File: src/rtl/nmea_stream_parser.sv
`default_nettype none
// ============================================================================
// Module      : nmea_stream_parser
// Description : Byte-streaming NMEA-0183 sentence parser. Filters sentences
//               by a 5-character address, splits comma-delimited fields into
//               a register bank, optionally verifies the *hh checksum and
//               presents each accepted sentence on a valid/ready port.
//               Define NMEA_CHECKSUM_EN to enable checksum verification.
// Revision    : 1.0 - initial release
// ============================================================================
module nmea_stream_parser #(
    parameter logic [39:0] SENTENCE_ID    = "GPGGA",
    parameter int          MAX_FIELDS     = 15,
    parameter int          FIELD_BYTES    = 12,
    parameter int          TIMEOUT_CYCLES = 100_000_000
) (
    input  logic                                         sclk,
    input  logic                                         rstn,
    input  logic [7:0]                                   rx_data,
    input  logic                                         rx_valid,
    output logic                                         rx_ready,
    output logic [MAX_FIELDS*FIELD_BYTES*8-1:0]          fields,
    output logic [MAX_FIELDS*$clog2(FIELD_BYTES+1)-1:0]  field_len,
    output logic [$clog2(MAX_FIELDS+1)-1:0]              field_count,
    output logic                                         overflow,
    output logic                                         out_valid,
    input  logic                                         out_ready,
    output logic                                         err_checksum,
    output logic                                         err_timeout
);

    localparam int c_lw = $clog2(FIELD_BYTES + 1);
    localparam int c_cw = $clog2(MAX_FIELDS + 1);
    localparam int c_iw = (MAX_FIELDS > 1) ? $clog2(MAX_FIELDS) : 1;
    localparam int c_tw = (TIMEOUT_CYCLES > 1) ? $clog2(TIMEOUT_CYCLES + 1) : 1;

    localparam logic [2:0] c_st_idle  = 3'd0;
    localparam logic [2:0] c_st_addr  = 3'd1;
    localparam logic [2:0] c_st_skip  = 3'd2;
    localparam logic [2:0] c_st_field = 3'd3;
    localparam logic [2:0] c_st_cs_hi = 3'd4;
    localparam logic [2:0] c_st_cs_lo = 3'd5;
    localparam logic [2:0] c_st_done  = 3'd6;

    localparam logic [7:0] c_ch_dollar = 8'h24;
    localparam logic [7:0] c_ch_comma  = 8'h2C;
    localparam logic [7:0] c_ch_star   = 8'h2A;
    localparam logic [7:0] c_ch_cr     = 8'h0D;
    localparam logic [7:0] c_ch_lf     = 8'h0A;

    localparam logic [c_lw-1:0] c_len_full = c_lw'(FIELD_BYTES);
    localparam logic [c_iw-1:0] c_idx_last = c_iw'(MAX_FIELDS - 1);
    localparam logic [c_tw-1:0] c_to_last  = c_tw'(TIMEOUT_CYCLES - 1);

    logic [2:0]                          r_state;
    logic [2:0]                          w_state_next;
    logic [2:0]                          r_addr_idx;
    logic [c_iw-1:0]                     r_field_idx;
    logic [MAX_FIELDS*FIELD_BYTES*8-1:0] r_fields;
    logic [MAX_FIELDS*c_lw-1:0]          r_field_len;
    logic [c_cw-1:0]                     r_field_count;
    logic                                r_overflow;
    logic                                r_discard;
    logic [c_tw-1:0]                     r_timer;
    logic                                r_err_to;

    logic                                w_accept;
    logic                                w_timed;
    logic                                w_to_fire;
    logic [7:0]                          w_id_char;
    logic [c_lw-1:0]                     w_cur_len;
    logic                                w_restart;
    logic                                w_addr_step;
    logic                                w_addr_done;
    logic                                w_store;
    logic                                w_char_drop;
    logic                                w_next_field;
    logic                                w_field_drop;

`ifdef NMEA_CHECKSUM_EN
    logic [7:0]                          r_xor;
    logic [3:0]                          r_cs_hi;
    logic                                r_cs_hi_ok;
    logic                                r_err_cs;
    logic                                w_xor_en;
    logic                                w_cs_hi_load;
    logic                                w_cs_fail;
    logic                                w_hex_ok;
    logic [3:0]                          w_hex_val;
    logic                                w_cs_match;
`endif

    assign w_accept  = rx_valid && (r_state != c_st_done);
    assign w_timed   = (r_state == c_st_addr) || (r_state == c_st_field) ||
                       (r_state == c_st_cs_hi) || (r_state == c_st_cs_lo);
    assign w_to_fire = w_timed && !w_accept && (r_timer == c_to_last);
    assign w_cur_len = r_field_len[int'(r_field_idx)*c_lw +: c_lw];

    // Expected address character for the current position; position 5 is the comma
    always_comb begin
        w_id_char = c_ch_comma;
        case (r_addr_idx)
            3'd0:    w_id_char = SENTENCE_ID[39:32];
            3'd1:    w_id_char = SENTENCE_ID[31:24];
            3'd2:    w_id_char = SENTENCE_ID[23:16];
            3'd3:    w_id_char = SENTENCE_ID[15:8];
            3'd4:    w_id_char = SENTENCE_ID[7:0];
            default: w_id_char = c_ch_comma;
        endcase
    end

`ifdef NMEA_CHECKSUM_EN
    // Decode the incoming byte as a hex digit
    always_comb begin
        w_hex_ok  = 1'b1;
        w_hex_val = 4'h0;
        if (rx_data >= 8'h30 && rx_data <= 8'h39) begin
            w_hex_val = rx_data[3:0];
        end else if ((rx_data >= 8'h41 && rx_data <= 8'h46) ||
                     (rx_data >= 8'h61 && rx_data <= 8'h66)) begin
            w_hex_val = rx_data[3:0] + 4'd9;
        end else begin
            w_hex_ok = 1'b0;
        end
    end

    assign w_cs_match = r_cs_hi_ok && w_hex_ok && ({r_cs_hi, w_hex_val} == r_xor);
`endif

    // Next-state decode and datapath strobes
    always_comb begin
        w_state_next = r_state;
        w_restart    = 1'b0;
        w_addr_step  = 1'b0;
        w_addr_done  = 1'b0;
        w_store      = 1'b0;
        w_char_drop  = 1'b0;
        w_next_field = 1'b0;
        w_field_drop = 1'b0;
`ifdef NMEA_CHECKSUM_EN
        w_xor_en     = 1'b0;
        w_cs_hi_load = 1'b0;
        w_cs_fail    = 1'b0;
`endif
        if (w_to_fire) begin
            w_state_next = c_st_idle;
        end else if (w_accept) begin
            if (rx_data == c_ch_dollar) begin
                // A '$' resynchronises from any state that accepts bytes
                w_restart    = 1'b1;
                w_state_next = c_st_addr;
            end else begin
                case (r_state)
                    c_st_idle: begin
                        w_state_next = c_st_idle;
                    end
                    c_st_addr: begin
`ifdef NMEA_CHECKSUM_EN
                        w_xor_en = 1'b1;
`endif
                        if (rx_data != w_id_char) begin
                            w_state_next = c_st_skip;
                        end else if (r_addr_idx == 3'd5) begin
                            w_addr_done  = 1'b1;
                            w_state_next = c_st_field;
                        end else begin
                            w_addr_step = 1'b1;
                        end
                    end
                    c_st_skip: begin
                        if (rx_data == c_ch_lf) begin
                            w_state_next = c_st_idle;
                        end
                    end
                    c_st_field: begin
                        if (rx_data == c_ch_star) begin
                            w_state_next = c_st_cs_hi;
                        end else if (rx_data == c_ch_cr || rx_data == c_ch_lf) begin
                            // No checksum seen: drop the sentence silently
                            w_state_next = c_st_idle;
                        end else begin
`ifdef NMEA_CHECKSUM_EN
                            w_xor_en = 1'b1;
`endif
                            if (rx_data == c_ch_comma) begin
                                if (!r_discard) begin
                                    if (r_field_idx == c_idx_last) begin
                                        w_field_drop = 1'b1;
                                    end else begin
                                        w_next_field = 1'b1;
                                    end
                                end
                            end else if (!r_discard) begin
                                if (w_cur_len == c_len_full) begin
                                    w_char_drop = 1'b1;
                                end else begin
                                    w_store = 1'b1;
                                end
                            end
                        end
                    end
                    c_st_cs_hi: begin
`ifdef NMEA_CHECKSUM_EN
                        w_cs_hi_load = 1'b1;
`endif
                        w_state_next = c_st_cs_lo;
                    end
                    c_st_cs_lo: begin
`ifdef NMEA_CHECKSUM_EN
                        if (w_cs_match) begin
                            w_state_next = c_st_done;
                        end else begin
                            w_cs_fail    = 1'b1;
                            w_state_next = c_st_idle;
                        end
`else
                        w_state_next = c_st_done;
`endif
                    end
                    default: begin
                        w_state_next = c_st_idle;
                    end
                endcase
            end
        end else if (r_state == c_st_done && out_ready) begin
            w_state_next = c_st_idle;
        end
    end

    // State register
    always_ff @(posedge sclk or negedge rstn) begin
        if (!rstn) begin
            r_state <= c_st_idle;
        end else begin
            r_state <= w_state_next;
        end
    end

    // Inter-byte idle timer; cleared by every accepted byte
    always_ff @(posedge sclk or negedge rstn) begin
        if (!rstn) begin
            r_timer  <= '0;
            r_err_to <= 1'b0;
        end else begin
            r_err_to <= w_to_fire;
            if (w_accept || !w_timed || w_to_fire) begin
                r_timer <= '0;
            end else begin
                r_timer <= r_timer + c_tw'(1);
            end
        end
    end

    // Address index, field bank and overflow tracking
    always_ff @(posedge sclk or negedge rstn) begin
        if (!rstn) begin
            r_addr_idx    <= '0;
            r_field_idx   <= '0;
            r_fields      <= '0;
            r_field_len   <= '0;
            r_field_count <= '0;
            r_overflow    <= 1'b0;
            r_discard     <= 1'b0;
        end else if (w_restart) begin
            r_addr_idx    <= '0;
            r_field_idx   <= '0;
            r_fields      <= '0;
            r_field_len   <= '0;
            r_field_count <= '0;
            r_overflow    <= 1'b0;
            r_discard     <= 1'b0;
        end else begin
            if (w_addr_step) begin
                r_addr_idx <= r_addr_idx + 3'd1;
            end
            if (w_addr_done) begin
                r_field_count <= c_cw'(1);
            end
            if (w_store) begin
                r_fields[(int'(r_field_idx)*FIELD_BYTES + int'(w_cur_len))*8 +: 8] <= rx_data;
                r_field_len[int'(r_field_idx)*c_lw +: c_lw] <= w_cur_len + c_lw'(1);
            end
            if (w_next_field) begin
                r_field_idx   <= r_field_idx + c_iw'(1);
                r_field_count <= r_field_count + c_cw'(1);
            end
            if (w_char_drop || w_field_drop) begin
                r_overflow <= 1'b1;
            end
            if (w_field_drop) begin
                r_discard <= 1'b1;
            end
        end
    end

`ifdef NMEA_CHECKSUM_EN
    // Running XOR and received checksum capture
    always_ff @(posedge sclk or negedge rstn) begin
        if (!rstn) begin
            r_xor      <= '0;
            r_cs_hi    <= '0;
            r_cs_hi_ok <= 1'b0;
            r_err_cs   <= 1'b0;
        end else begin
            r_err_cs <= w_cs_fail;
            if (w_restart) begin
                r_xor <= '0;
            end else if (w_xor_en) begin
                r_xor <= r_xor ^ rx_data;
            end
            if (w_cs_hi_load) begin
                r_cs_hi    <= w_hex_val;
                r_cs_hi_ok <= w_hex_ok;
            end
        end
    end

    assign err_checksum = r_err_cs;
`else
    assign err_checksum = 1'b0;
`endif

    assign rx_ready    = (r_state != c_st_done);
    assign out_valid   = (r_state == c_st_done);
    assign fields      = r_fields;
    assign field_len   = r_field_len;
    assign field_count = r_field_count;
    assign overflow    = r_overflow;
    assign err_timeout = r_err_to;

endmodule
`default_nettype wire
File: config.mk
export PLATFORM = sky130hd
export DESIGN_NAME = nmea_stream_parser
export DESIGN_NICKNAME = d
export VERILOG_FILES = /design/src/rtl/nmea_stream_parser.sv
export SDC_FILE = /design/constraint.sdc
export NUM_CORES = 2
export LEC_CHECK = 0
export ABC_AREA = 0
export BUFFER_PORTS_ARGS = -buffer_cell sky130_fd_sc_hd__buf_4
export CAP_MARGIN = 20
export CORE_AREA = 2 2 584 586
export DETAILED_ROUTE_END_ITERATION = 6
export DIE_AREA = 0 0 586 588
export PLACE_DENSITY = 0.4
export SYNTH_ARGS = -nofsm -noshare
export SYNTH_HDL_FRONTEND = slang
export SYNTH_SLANG_ARGS = --single-unit
File: constraint.sdc
create_clock -name sclk -period 7.8 [get_ports sclk]
set_input_delay 0.78 -clock sclk [delete_from_list [all_inputs] [get_ports sclk]]
set_output_delay 0.78 -clock sclk [all_outputs]
set_load 0.01 [all_outputs]
==> impl_metrics.json <==
{
  "setup_violations": 0,
  "drtIter0Drc": 6301,
  "nFillCells": 35800,
  "fp.dieArea_um2": 345000,
  "grt_max_degree": 159,
  "cts_made_buffers": 194,
  "use_met2_pct": 44.7,
  "clock_skew_ns": 0.110,
  "fin_util_pct": 27.3,
  "synthAdderAreaFrac_pct": 0.474,
  "switching_share_pct": 42.6,
  "wl_per_cell_um": 40.5,
  "synthArstFlopShare_pct": 100,
  "vias": 64100,
  "synth_cells": 6164,
  "rsz0062_at_grt": "no",
  "worstSetupStartpoint": "r_field_idx[0]",
  "synth-simple-area-share_pct": 13.1,
  "synthMuxAreaShare_pct": 4.24,
  "routed_wl_um": 504000,
  "path_cells": "buf_4, mux4_2, nand2_1, and3_1, a31oi_1, ha_1, fa_1, xor2_1, nor3_1, o21ai_0, nor4_1, ha_1, clkinv_1, buf_4, nor4_4, buf_4, buf_4, nand2_2, nor2_1, o21ai_0",
  "crit_path_end_kind": "flop",
  "port_buffers": 1519,
  "p_comb_share_pct": 31.5,
  "synth_compound_area_share_pct": 20.1,
  "peakVddDrop_uv": 230,
  "switchingPower_mw": 11.1,
  "clock_latency_ns": 0.95,
  "syn_area_per_cell_um2": 10.8,
  "synth_xor_area_share_pct": 0.600,
  "status": "finished with violations",
  "synth-seq-cells": 1544,
  "dp_hpwl_um": 374000,
  "timing.rr.start": "r_field_idx[0]",
  "multi_input_area_um2": 26600,
  "power_frac_seq_pct": 31.5,
  "cp_max_fo": 15,
  "intPower_mw": 14.9,
  "slowest_stage": "nand2_2",
  "synth_warnings": 0,
  "yosysSeqAreaShare_pct": 58.1,
  "h-tree-depth": 4,
  "p_leak_nw": 42.0,
  "antenna_found_initial": 45,
  "overflow": 0,
  "path_clk_slew_ns": 0.06,
  "powerDensity_nw_per_um2": 281,
  "cp-start-kind": "flop",
  "required_ns": 8.54,
  "syn_to_final_growth_pct": 38.8,
  "cp_common_cell": "buf_4",
  "drtAntennaViolNets": 0,
  "via_per_inst": 5.15,
  "violations": "design-rule violations",
  "critPathKind": "reg -> reg",
  "finalSetupTns_ns": 0,
  "rows": 214,
  "first_pass_iters": 7,
  "worst_pin_slew_ns": 1.20,
  "power_frac_clock_pct": 37.0,
  "final_cell_mix": "1,849 x buf_4, 1,544 x dfrtp_1, 606 x nand2_1, 543 x o21ai_0, 424 x nand3_1",
  "met3_usage_pct": 8.60,
  "cts_num_sinks": 1544,
  "design_area_um2": 92400,
  "slew_headroom_pct": 19.8,
  "synthFlopType": "dfrtp_1",
  "root_buffer": "clkbuf_16",
  "core-area_um2": 338000,
  "hold_path.startpoint": "rx_valid",
  "top_usage_layer": "met2",
  "grt_pass1_vias": 64100,
  "finalCritPeriodShare_pct": 92.6,
  "synthesis.area_um2": 66600,
  "ys_types": 91,
  "grt_usage_pct": 28.3,
  "drive_gt1_share_pct": 32.8,
  "cp_top_family": "simple AND/OR/NAND/NOR gates",
  "cpPeakStageDelay_ns": 0.63,
  "synth_edf_count": 0,
  "cts_tree": "yes",
  "ios": 1521,
  "worst-endpoint-arrival_ns": 7.97,
  "use_met1_pct": 35.6,
  "drv_cap": 0,
  "synth_top_family_by_area": "compound AO/OA/AOI/OAI gates",
  "die_h_um": 588,
  "finalWorstPathRequiredPeriod_ns": 7.23,
  "post_cts_buffers": 0,
  "syn-num-nets": 6200,
  "regArea_um2": 38600,
  "place_area_um2": 85700,
  "drv_slew": 0,
  "grt_pass1_wl_um": 657000,
  "globalplace.congestion": 0.892,
  "die_x_um": 586,
  "fmax_mhz": 138,
  "path_buf_inv": 5,
  "p_total_mw": 26.0,
  "fin_nets": 7756,
  "worstHoldPathType": "in -> reg",
  "final_common_cell": "buf_4",
  "finalHoldViolations": 0,
  "drc": 1,
  "initial_core_util_pct": 19.7,
  "cts_buffer_depth": 4
}
## sequential cells by signal, summed over array words and instances, names as in the netlist
| register | cells |
|---|---|
| r_discard | 1 |
| fields | 1440 |
| r_addr_idx | 3 |
| overflow | 1 |
| err_timeout | 1 |
| field_len | 60 |
| r_state | 3 |
| r_field_idx | 4 |
| r_timer | 27 |
| field_count | 4 |
## kinds of logic (layout without fill, tap and decap cells)
family                   count (synthesis)  after routing
AND/OR/NAND/NOR                       1821           1821
AO/OA/AOI/OAI                         1900           1900
XOR/XNOR                                43             43
multiplexers                           251            251
buffers and inverters                  580           2290
adder cells (fa/ha/maj)                 24             24
other                                    1             20
flip-flops                            1544           1544
## power by group through the flow
stage | clock network [mW] | registers [mW] | logic, mW
after global placement | 0 | 8.32 | 8.14
after CTS | 9.82 | 8.18 | 8.19
after detailed placement | 0 | 8.32 | 8.19
final | 9.61 | 8.18 | 8.19
after global routing | 10.1 | 8.19 | 8.28
after floorplan | 0 | 8.34 | 2.58
## worst paths after layout
path	endpoint	slack (ns)	cells past startpoint
max	fields[1247]	0.57	20
min	r_timer[6]	0.16	2
max reg2reg	fields[1247]	0.57	20
min reg2reg	fields[827]	0.48	1
max in group asynchronous	fields[484]	5.20	4
min in group asynchronous	fields[1068]	0.49	2
## area by class of cell
cell class              instances  share of cell area [%]
clock inverters                70                    1.00
well taps                    4536                    6.14
clock buffers                 280                    6.12
flip-flops and latches       1544                    41.8
diodes                         19                  0.0515
multi-input cells            4040                    28.8
repair buffers               1898                    15.9
inverters                      42                   0.171
## synthesized netlist by cell type (21+ instances only)
| cell | count | share of area [%] |
|---|---|---|
| dfrtp_1 | 1544 | 58 |
| nand2_1 | 617 | 3.5 |
| o21ai_0 | 545 | 4.1 |
| clkbuf_1 | 449 | 2.5 |
| nand3_1 | 434 | 3.3 |
| o211ai_1 | 358 | 4.0 |
| nor2_1 | 282 | 1.6 |
| a22o_1 | 230 | 3.0 |
| o2bb2ai_1 | 203 | 2.7 |
| o31ai_1 | 161 | 1.8 |
| mux2_2 | 146 | 2.5 |
| a21oi_1 | 134 | 1.0 |
| nor3_1 | 114 | 0.86 |
| nor4_1 | 108 | 1.0 |
| nand4_1 | 99 | 0.93 |
| mux2i_1 | 94 | 1.4 |
| o41ai_1 | 57 | 0.75 |
| buf_1 | 48 | 0.27 |
| a32o_1 | 44 | 0.66 |
| buf_2 | 34 | 0.26 |
| inv_1 | 34 | 0.19 |
| and3_1 | 32 | 0.30 |
| a31o_2 | 26 | 0.34 |
| a31oi_1 | 25 | 0.23 |
| ha_1 | 22 | 0.41 |
| or4_1 | 21 | 0.24 |
## worst reg2reg max path: cells and delay by family (launching register included)
family,cells,cell delay [ns]
xor+xnor,1,0.25
fa+ha+maj,3,1.25
simple gates,7,2.59
compound gates,3,0.59
mux,1,0.56
buf+inv,5,1.28
flops,1,0.59
## metal layers
layer | vias to the layer above | wire length, um | part of all wire (%)
li1 | 26200 | - | -
met1 | 33800 | 205000 | 41
met3 | 670 | 44700 | 8.9
met4 | 6 | 24900 | 4.9
met5 | - | 29 | 0.0058
met2 | 3326 | 229000 | 46
## metrics by stage
step	hold WS, ns	setup slack [ns]	cells
floorplan	0.447	1.31	6164
global placement	0.462	-0.0599	12000
detailed placement	0.470	0.531	12100
CTS	0.0848	0.530	12400
global route	0.131	0.264	12400
finish	0.155	0.574	12400
## timing repair
action / 4_1_cts / 5_1_grt
hold buffers: 1 / 0
gates resized for setup: 0 / 0
hold endpoints to repair: 75 / 0
Note: power is estimated with default switching activity, not from simulation.
